==> config.mk <==
export PLATFORM = sky130hd
export DESIGN_NAME = ps2_key_rx
export DESIGN_NICKNAME = d
export VERILOG_FILES = /design/src/rtl/ps2_key_rx.sv
export SDC_FILE = /design/constraint.sdc
export NUM_CORES = 1
export LEC_CHECK = 0
export ABC_AREA = 1
export CAP_MARGIN = 20
export CORE_ASPECT_RATIO = 1.4
export CORE_MARGIN = 2
export CORE_UTILIZATION = 28
export CTS_BUF_LIST = sky130_fd_sc_hd__clkbuf_8 sky130_fd_sc_hd__clkbuf_16
export DETAILED_ROUTE_END_ITERATION = 10
export SLEW_MARGIN = 40
export SYNTH_ARGS = -nofsm -noshare
export SYNTH_HDL_FRONTEND = slang
export SYNTH_SLANG_ARGS = --single-unit
==> constraint.sdc <==
create_clock -name i_clk -period 4.2 [get_ports i_clk]
set_clock_uncertainty 0.1 [all_clocks]
set_input_delay 0.84 -clock i_clk [delete_from_list [all_inputs] [get_ports i_clk]]
set_output_delay 0.84 -clock i_clk [all_outputs]
set_load 0.005 [all_outputs]
==> src/rtl/ps2_key_rx.sv <==
// PS/2 keyboard receiver: conditions the bus, deserialises frames and
// tracks the currently held key through E0/F0 prefix handling.
module ps2_key_rx #(
    parameter int FILTER_LEN     = 8,
    parameter int TIMEOUT_CYCLES = 100000
) (
    input  logic       i_clk,
    input  logic       i_rst,
    input  logic       i_ps2_clk,
    input  logic       i_ps2_data,
    output logic [7:0] o_key_code,
    output logic       o_key_ext,
    output logic       o_code_valid,
    output logic [7:0] o_scan_byte,
    output logic       o_byte_valid,
    output logic       o_parity_err,
    output logic       o_frame_err
);

    localparam int FW = (FILTER_LEN > 1) ? $clog2(FILTER_LEN) : 1;
    localparam int TW = $clog2(TIMEOUT_CYCLES + 1);
    localparam logic [FW-1:0] FMAX = FW'(FILTER_LEN - 1);
    localparam logic [TW-1:0] TMAX = TW'(TIMEOUT_CYCLES);

    typedef enum logic [1:0] {
        S_IDLE,
        S_DATA,
        S_PARITY,
        S_STOP
    } state_t;

    logic          r_clk_s1;
    logic          r_clk_s2;
    logic          r_dat_s1;
    logic          r_dat_s2;
    logic          r_filt;
    logic [FW-1:0] r_fcnt;
    logic [TW-1:0] r_tcnt;
    state_t        r_state;
    logic [2:0]    r_bcnt;
    logic [7:0]    r_shift;
    logic          r_par;
    logic          r_ext;
    logic          r_brk;

    logic w_diff;
    logic w_fall;
    logic w_to;
    logic w_par_ok;

    assign w_diff   = r_clk_s2 != r_filt;
    assign w_fall   = w_diff && (r_fcnt == FMAX) && r_filt;
    assign w_to     = !w_fall && (r_state != S_IDLE) && (r_tcnt == TMAX);
    assign w_par_ok = ^{r_shift, r_par};

    // Synchronisers and ps2_clk glitch filter; idle bus level is high
    always_ff @(posedge i_clk) begin
        if (i_rst) begin
            r_clk_s1 <= 1'b1;
            r_clk_s2 <= 1'b1;
            r_dat_s1 <= 1'b1;
            r_dat_s2 <= 1'b1;
            r_filt   <= 1'b1;
            r_fcnt   <= '0;
        end else begin
            r_clk_s1 <= i_ps2_clk;
            r_clk_s2 <= r_clk_s1;
            r_dat_s1 <= i_ps2_data;
            r_dat_s2 <= r_dat_s1;
            if (w_diff) begin
                if (r_fcnt == FMAX) begin
                    r_filt <= ~r_filt;
                    r_fcnt <= '0;
                end else begin
                    r_fcnt <= r_fcnt + 1'b1;
                end
            end else begin
                r_fcnt <= '0;
            end
        end
    end

    always_ff @(posedge i_clk) begin
        if (i_rst) begin
            r_tcnt <= '0;
        end else if (w_fall || w_to || r_state == S_IDLE) begin
            r_tcnt <= '0;
        end else begin
            r_tcnt <= r_tcnt + 1'b1;
        end
    end

    always_ff @(posedge i_clk) begin
        if (i_rst) begin
            r_state      <= S_IDLE;
            r_bcnt       <= '0;
            r_shift      <= '0;
            r_par        <= 1'b0;
            r_ext        <= 1'b0;
            r_brk        <= 1'b0;
            o_key_code   <= '0;
            o_key_ext    <= 1'b0;
            o_code_valid <= 1'b0;
            o_scan_byte  <= '0;
            o_byte_valid <= 1'b0;
            o_parity_err <= 1'b0;
            o_frame_err  <= 1'b0;
        end else begin
            o_code_valid <= 1'b0;
            o_byte_valid <= 1'b0;
            o_parity_err <= 1'b0;
            o_frame_err  <= 1'b0;
            if (w_fall) begin
                unique case (r_state)
                    S_IDLE: begin
                        if (!r_dat_s2) begin
                            r_state <= S_DATA;
                            r_bcnt  <= '0;
                        end else begin
                            o_frame_err <= 1'b1;
                        end
                    end
                    S_DATA: begin
                        r_shift <= {r_dat_s2, r_shift[7:1]};
                        r_bcnt  <= r_bcnt + 1'b1;
                        if (r_bcnt == 3'd7) begin
                            r_state <= S_PARITY;
                        end
                    end
                    S_PARITY: begin
                        r_par   <= r_dat_s2;
                        r_state <= S_STOP;
                    end
                    S_STOP: begin
                        r_state <= S_IDLE;
                        if (!r_dat_s2) begin
                            o_frame_err <= 1'b1;
                        end else if (!w_par_ok) begin
                            o_parity_err <= 1'b1;
                            r_ext        <= 1'b0;
                            r_brk        <= 1'b0;
                        end else begin
                            o_scan_byte  <= r_shift;
                            o_byte_valid <= 1'b1;
                            if (r_shift == 8'hE0) begin
                                r_ext <= 1'b1;
                            end else if (r_shift == 8'hF0) begin
                                r_brk <= 1'b1;
                            end else if (r_brk) begin
                                // Release only if it names the held key
                                if (r_shift == o_key_code &&
                                    r_ext == o_key_ext) begin
                                    o_key_code <= '0;
                                    o_key_ext  <= 1'b0;
                                end
                                r_ext <= 1'b0;
                                r_brk <= 1'b0;
                            end else begin
                                o_key_code   <= r_shift;
                                o_key_ext    <= r_ext;
                                o_code_valid <= 1'b1;
                                r_ext        <= 1'b0;
                            end
                        end
                    end
                    default: r_state <= S_IDLE;
                endcase
            end else if (w_to) begin
                r_state     <= S_IDLE;
                r_shift     <= '0;
                o_frame_err <= 1'b1;
            end
        end
    end

endmodule

# Word-level counts from Yosys, hierarchy flattened
# Cells that the tools add are included.
op_classes:
  add_sub_neg: 3
  bitwise_logic: 8
  n_reduce_logical: 26
  n_eq_ne: 18
  muxes: 28
op_table:
  columns: ["op", "n"]
  rows:
  - ["two-way mux 8 bit", 5]
  - ["adder 17 x 1 -> 17 bit (second input constant)", 1]
  - ["equality test 17 bit (second input constant)", 1]
  - ["equality test 8 bit (second input constant)", 2]
  - ["two-way mux 1 bit", 15]
  - ["AND reduction 4 bit", 3]
  - ["inequality test 3 bit (second input constant)", 3]
  - ["parity 9 bit", 1]
  - ["equality test 8 bit", 1]
  - ["two-way mux 2 bit", 4]
  - ["NOT 1 bit", 8]
  - ["one-hot mux 2 bit (4 select lines)", 1]
  - ["AND reduction 7 bit", 1]
  - ["OR reduction 7 bit", 1]
  - ["adder 3 x 1 -> 3 bit (second input constant)", 2]
  - ["equality test 3 bit (second input constant)", 2]
  - ["one-hot mux 3 bit (2 select lines)", 1]
  - ["AND reduction 2 bit", 3]
  - ["AND reduction 3 bit", 2]
  - ["nonzero test 2 bit", 3]
  - ["logical AND 1 bit", 5]
  - ["equality test 2 bit (second input constant)", 2]
  - ["inequality test 2 x 1 -> 1 bit (second input constant)", 2]
  - ["inequality test 2 bit (second input constant)", 2]
  - ["11 further kinds", 12]
totals:
  inputBits: 4
  reg_bits: 62
  out_inout_bits: 21
  word_cells: 103

# Longest topological paths before layout
logic_depth:
  word_depth: 9
  ltp_mapped: 15
  ltp_nobuf: 13

# Worst setup path before layout
# Ideal clock, no wire load.
synth_timing:
  kind: "reg-to-reg"
  start: "reg r_fcnt[0]"
  end: "reg o_key_code[5]"
  stages_incl_launch_ff: 13
  required_time_ns: 3.987
  n_path_buf: 1
  setup_time_ns: 0.113
  period_less_slack_ns: 1.921
  path_slack_ns: 2.279
  t_arrival_ns: 1.708
  cell_sequence: "dfxtp_1 > ha_1 > ha_1 > inv_2 > nor3b_4 > nand2_2 > nor2_4 > inv_2 > a21oi_4 > buf_6 > nand3_1 > nand2_1 > nor2_1"
synth_between:
  elab_chain_len: 4
synth_lines:
  columns: ["item", "line", "text"]
  rows:
  - ["from (decl)", "37", "logic [FW-1:0] r_fcnt;"]
  - ["from (signal assigned)", "75", "r_fcnt <= r_fcnt + 1'b1;"]
  - ["equality test 3 bit", "52", "assign w_fall = w_diff && (r_fcnt == FMAX) && r_filt;"]
  - ["logical AND 1 bit (2 in series)", "52", null]
  - ["AND reduction 7 bit (no source line)", null, null]
  - ["to (signal assigned)", "159", "o_key_code <= r_shift;"]
  - ["to (decl)", "11", "output logic [7:0] o_key_code,"]
# No other way between the ends.
# A chain may end at the register's enable or synchronous reset.

# Worst setup path in the final report
# Ends and elaborated chain as after synthesis.

==> results.toml <==
[outcome]
status = "completed"

[synth]
syn_area_mm2 = 0.00305
synth_top_area_share_pct = 40.8
synth_edf_count = 0
synth-seq-cells = 62
ys_seq_area_share_pct = 40.8
syn_inst = 419
synth_most_common_cell = "nand2_1"
async_reset_ff_share_pct = 0
synth_area_leaders = "dfxtp_1 (41%), nand2_1 (11%), nor2_1 (8.1%), inv_1 (4.7%), nand3_1 (4.6%)"
syn_avg_cell_area_um2 = 7.27
yosysWarnings = 0
ys_types = 34
ys.flop_type = "dfxtp_1"
synth_nets = 433
synthTopCellsByCount = "nand2_1 (92), nor2_1 (66), dfxtp_1 (62)"
synth_largest_area_cell = "dfxtp_1"

[routing]
drt_first_iter_violations = 107
dr.pass1.iters = 4
drc_errors = 0
via_count = 2632
via_per_inst = 4.51
wire_per_inst_um = 11.0
routed_wl_mm = 6.42
ant_nets = 0

[clock_network]
clk_latency_ns = 0.32
clk_pin_slew_ns = 0.05
clock-sinks = 62
cts_tree = "built"
clockRootBuffer = "clkbuf_16"
postCtsSetupBuffers = 0
cts_resized = 0
clk_path_buf_depth = 2
ctsHtreeMaxLevel = 3
cts_made_buffers = 9
cts-hold-fix-buffers = 0

[critical_path]
slowest_stage = "nor3b_4"
worstPathRequired_ns = 4.32
path_class = "reg -> reg"
cp-end-kind = "register"
rr_worst_depth = 11
crit_chain = "ha_1 -> ha_1 -> inv_2 -> nor3b_4 -> nand2_2 -> nor2_4 -> inv_2 -> a21oi_4 -> nand3_1 -> nand2_1 -> nor2_1"
cp_max_fo = 17
crit_family = "simple AND/OR/NAND/NOR gates"
cp-start-kind = "register"
path_buf_inv = 2
crit_path_max_incr_delay_ns = 0.56
worst-path-stages = 11
cp.arrival_ns = 2.59

[layout]
fin_nets = 452
area_growth_pct = 19.9
diodes = 0
drive_gt1_share_pct = 8.82

[sta]
rsz0062_at_grt = "no"
fin_tns_setup_ns = 0
setup_viol = 0
post-route-min-period_ns = 2.48
whs_ns = 0.307
drv_slew = 0
relSlewSlack_pct = 56.2
finalCritPeriodShare_pct = 59.0
hold_violations = 0
worst_slew_pin_slew_ns = 0.656
fmax_mhz = 403

[place]
io_buffers = 24
gp_congestion = 0.817
dp_hpwl_mm = 4.73

[global_route]
grt_max_degree = 31
antenna_found_initial = 0
grt_usage_pct = 11.9
gr-total-overflow = 0
grt_pass1_wl_mm = 11.3
grt_pass1_vias = 2507

[power]
total_power_mw = 1.32
seq_power_share_pct = 44.8
p_clk_share_pct = 54.0
combPwrFrac_pct = 1.3
p_per_area_mw_per_mm2 = 362
switchingPower_mw = 0.259
ir_drop_mv = 0.136
power.leakage_nw = 1.37
swShare_pct = 19.5
internal-power_mw = 1.06

[job]
max-cap-violations = 0

[die]
die_x_um = 92.1
die_area_mm2 = 0.0117
rows = 45
core-area_mm2 = 0.0107
initial_core_util_pct = 28.5
design.portCount = 25
die_h_um = 127

[min_path]
min-delay-path-class = "reg -> reg"
whs_path_depth = 1
[routing by layer]
metal	vias up	GRT usage [%]	share of wire [%]
li1	1372	-	-
met1	1211	13.2	43
met2	41	21.8	52
met3	8	2.48	3.2
met4	0	5.44	2.2
met5	-	0	0
[kinds of logic after synthesis]
family / after synthesis / share of synthesized area [%]
flip-flops: 62 / 40.8
AND/OR/NAND/NOR: 222 / 32.9
XOR/XNOR: 17 / 4.89
adder cells (fa/ha/maj): 10 / 4.11
AO/OA/AOI/OAI: 47 / 8.30
buffers and inverters: 61 / 9.00
[path summary, 6_finish.rpt]
kind | startpoint | end | slack, ns
max | r_fcnt[0] | o_key_code[5] | 1.72
min | r_dat_s1 | r_dat_s2 | 0.31
max reg2reg | r_fcnt[0] | o_key_code[5] | 1.72
min reg2reg | r_dat_s1 | r_dat_s2 | 0.31
[area by class of cell]
class,instances,area [um2]
Inverter,44,165
Sequential cell,62,1240
Clock inverter,5,51.3
Tap cell,141,176
Timing Repair Buffer,25,248
Multi-Input combinational cell,296,1530
Fill cell,1137,7050
Clock buffer,10,239
[through the flow]
| stage | cells | area (um2) | util, % | setup WS [ns] |
|---|---|---|---|---|
| floorplan | 419 | 3050 | - | 2.28 |
| global placement | 568 | 3360 | 31.4 | 1.60 |
| detailed placement | 568 | 3360 | 31.4 | 1.55 |
| CTS | 583 | 3650 | 34.1 | 1.69 |
| global route | 583 | 3650 | 34.1 | 1.46 |
| finish | 583 | 3650 | 34.1 | 1.72 |
[worst reg2reg max path: cells and delay by family (launching register included)]
kind	cells	cell delay, ns
simple gates	6	1.15
flops	1	0.33
buf+inv	2	0.13
fa+ha+maj	2	0.33
compound gates	1	0.36
[registers in the layout (all words and copies together) (netlist names)]
signal        flops
r_bcnt            3
o_byte_valid      1
o_key_ext         1
r_clk_s1          1
r_clk_s2          1
o_key_code        8
o_code_valid      1
r_tcnt           17
r_dat_s2          1
o_parity_err      1
r_fcnt            3
r_ext             1
r_state           2
r_filt            1
r_shift           8
o_scan_byte       8
r_brk             1
o_frame_err       1
r_dat_s1          1
r_par             1
[cell usage in the layout (no fill, tap or decap), types with 5 or more instances in the layout]
master	instances
nand4_1	6
inv_1	39
nand3_1	28
nor3_1	6
xnor2_1	10
clkdlybuf4s50_1	24
nor2_1	66
o21ai_0	14
dfxtp_1	62
nand2_1	92
clkbuf_16	9
ha_1	10
o21ai_1	8
inv_2	5
a21oi_1	21
xor2_1	7
[power groups by stage]
stage                     Sequential, mW  Combinational, mW  Clock (mW)
final                              0.592             0.0169       0.714
after global routing               0.592             0.0196       0.759
after CTS                          0.592             0.0171       0.728
after detailed placement           0.605             0.0171           0
after global placement             0.605             0.0169           0
after floorplan                    0.604             0.0109           0
(Power assumes the default switching activity.)
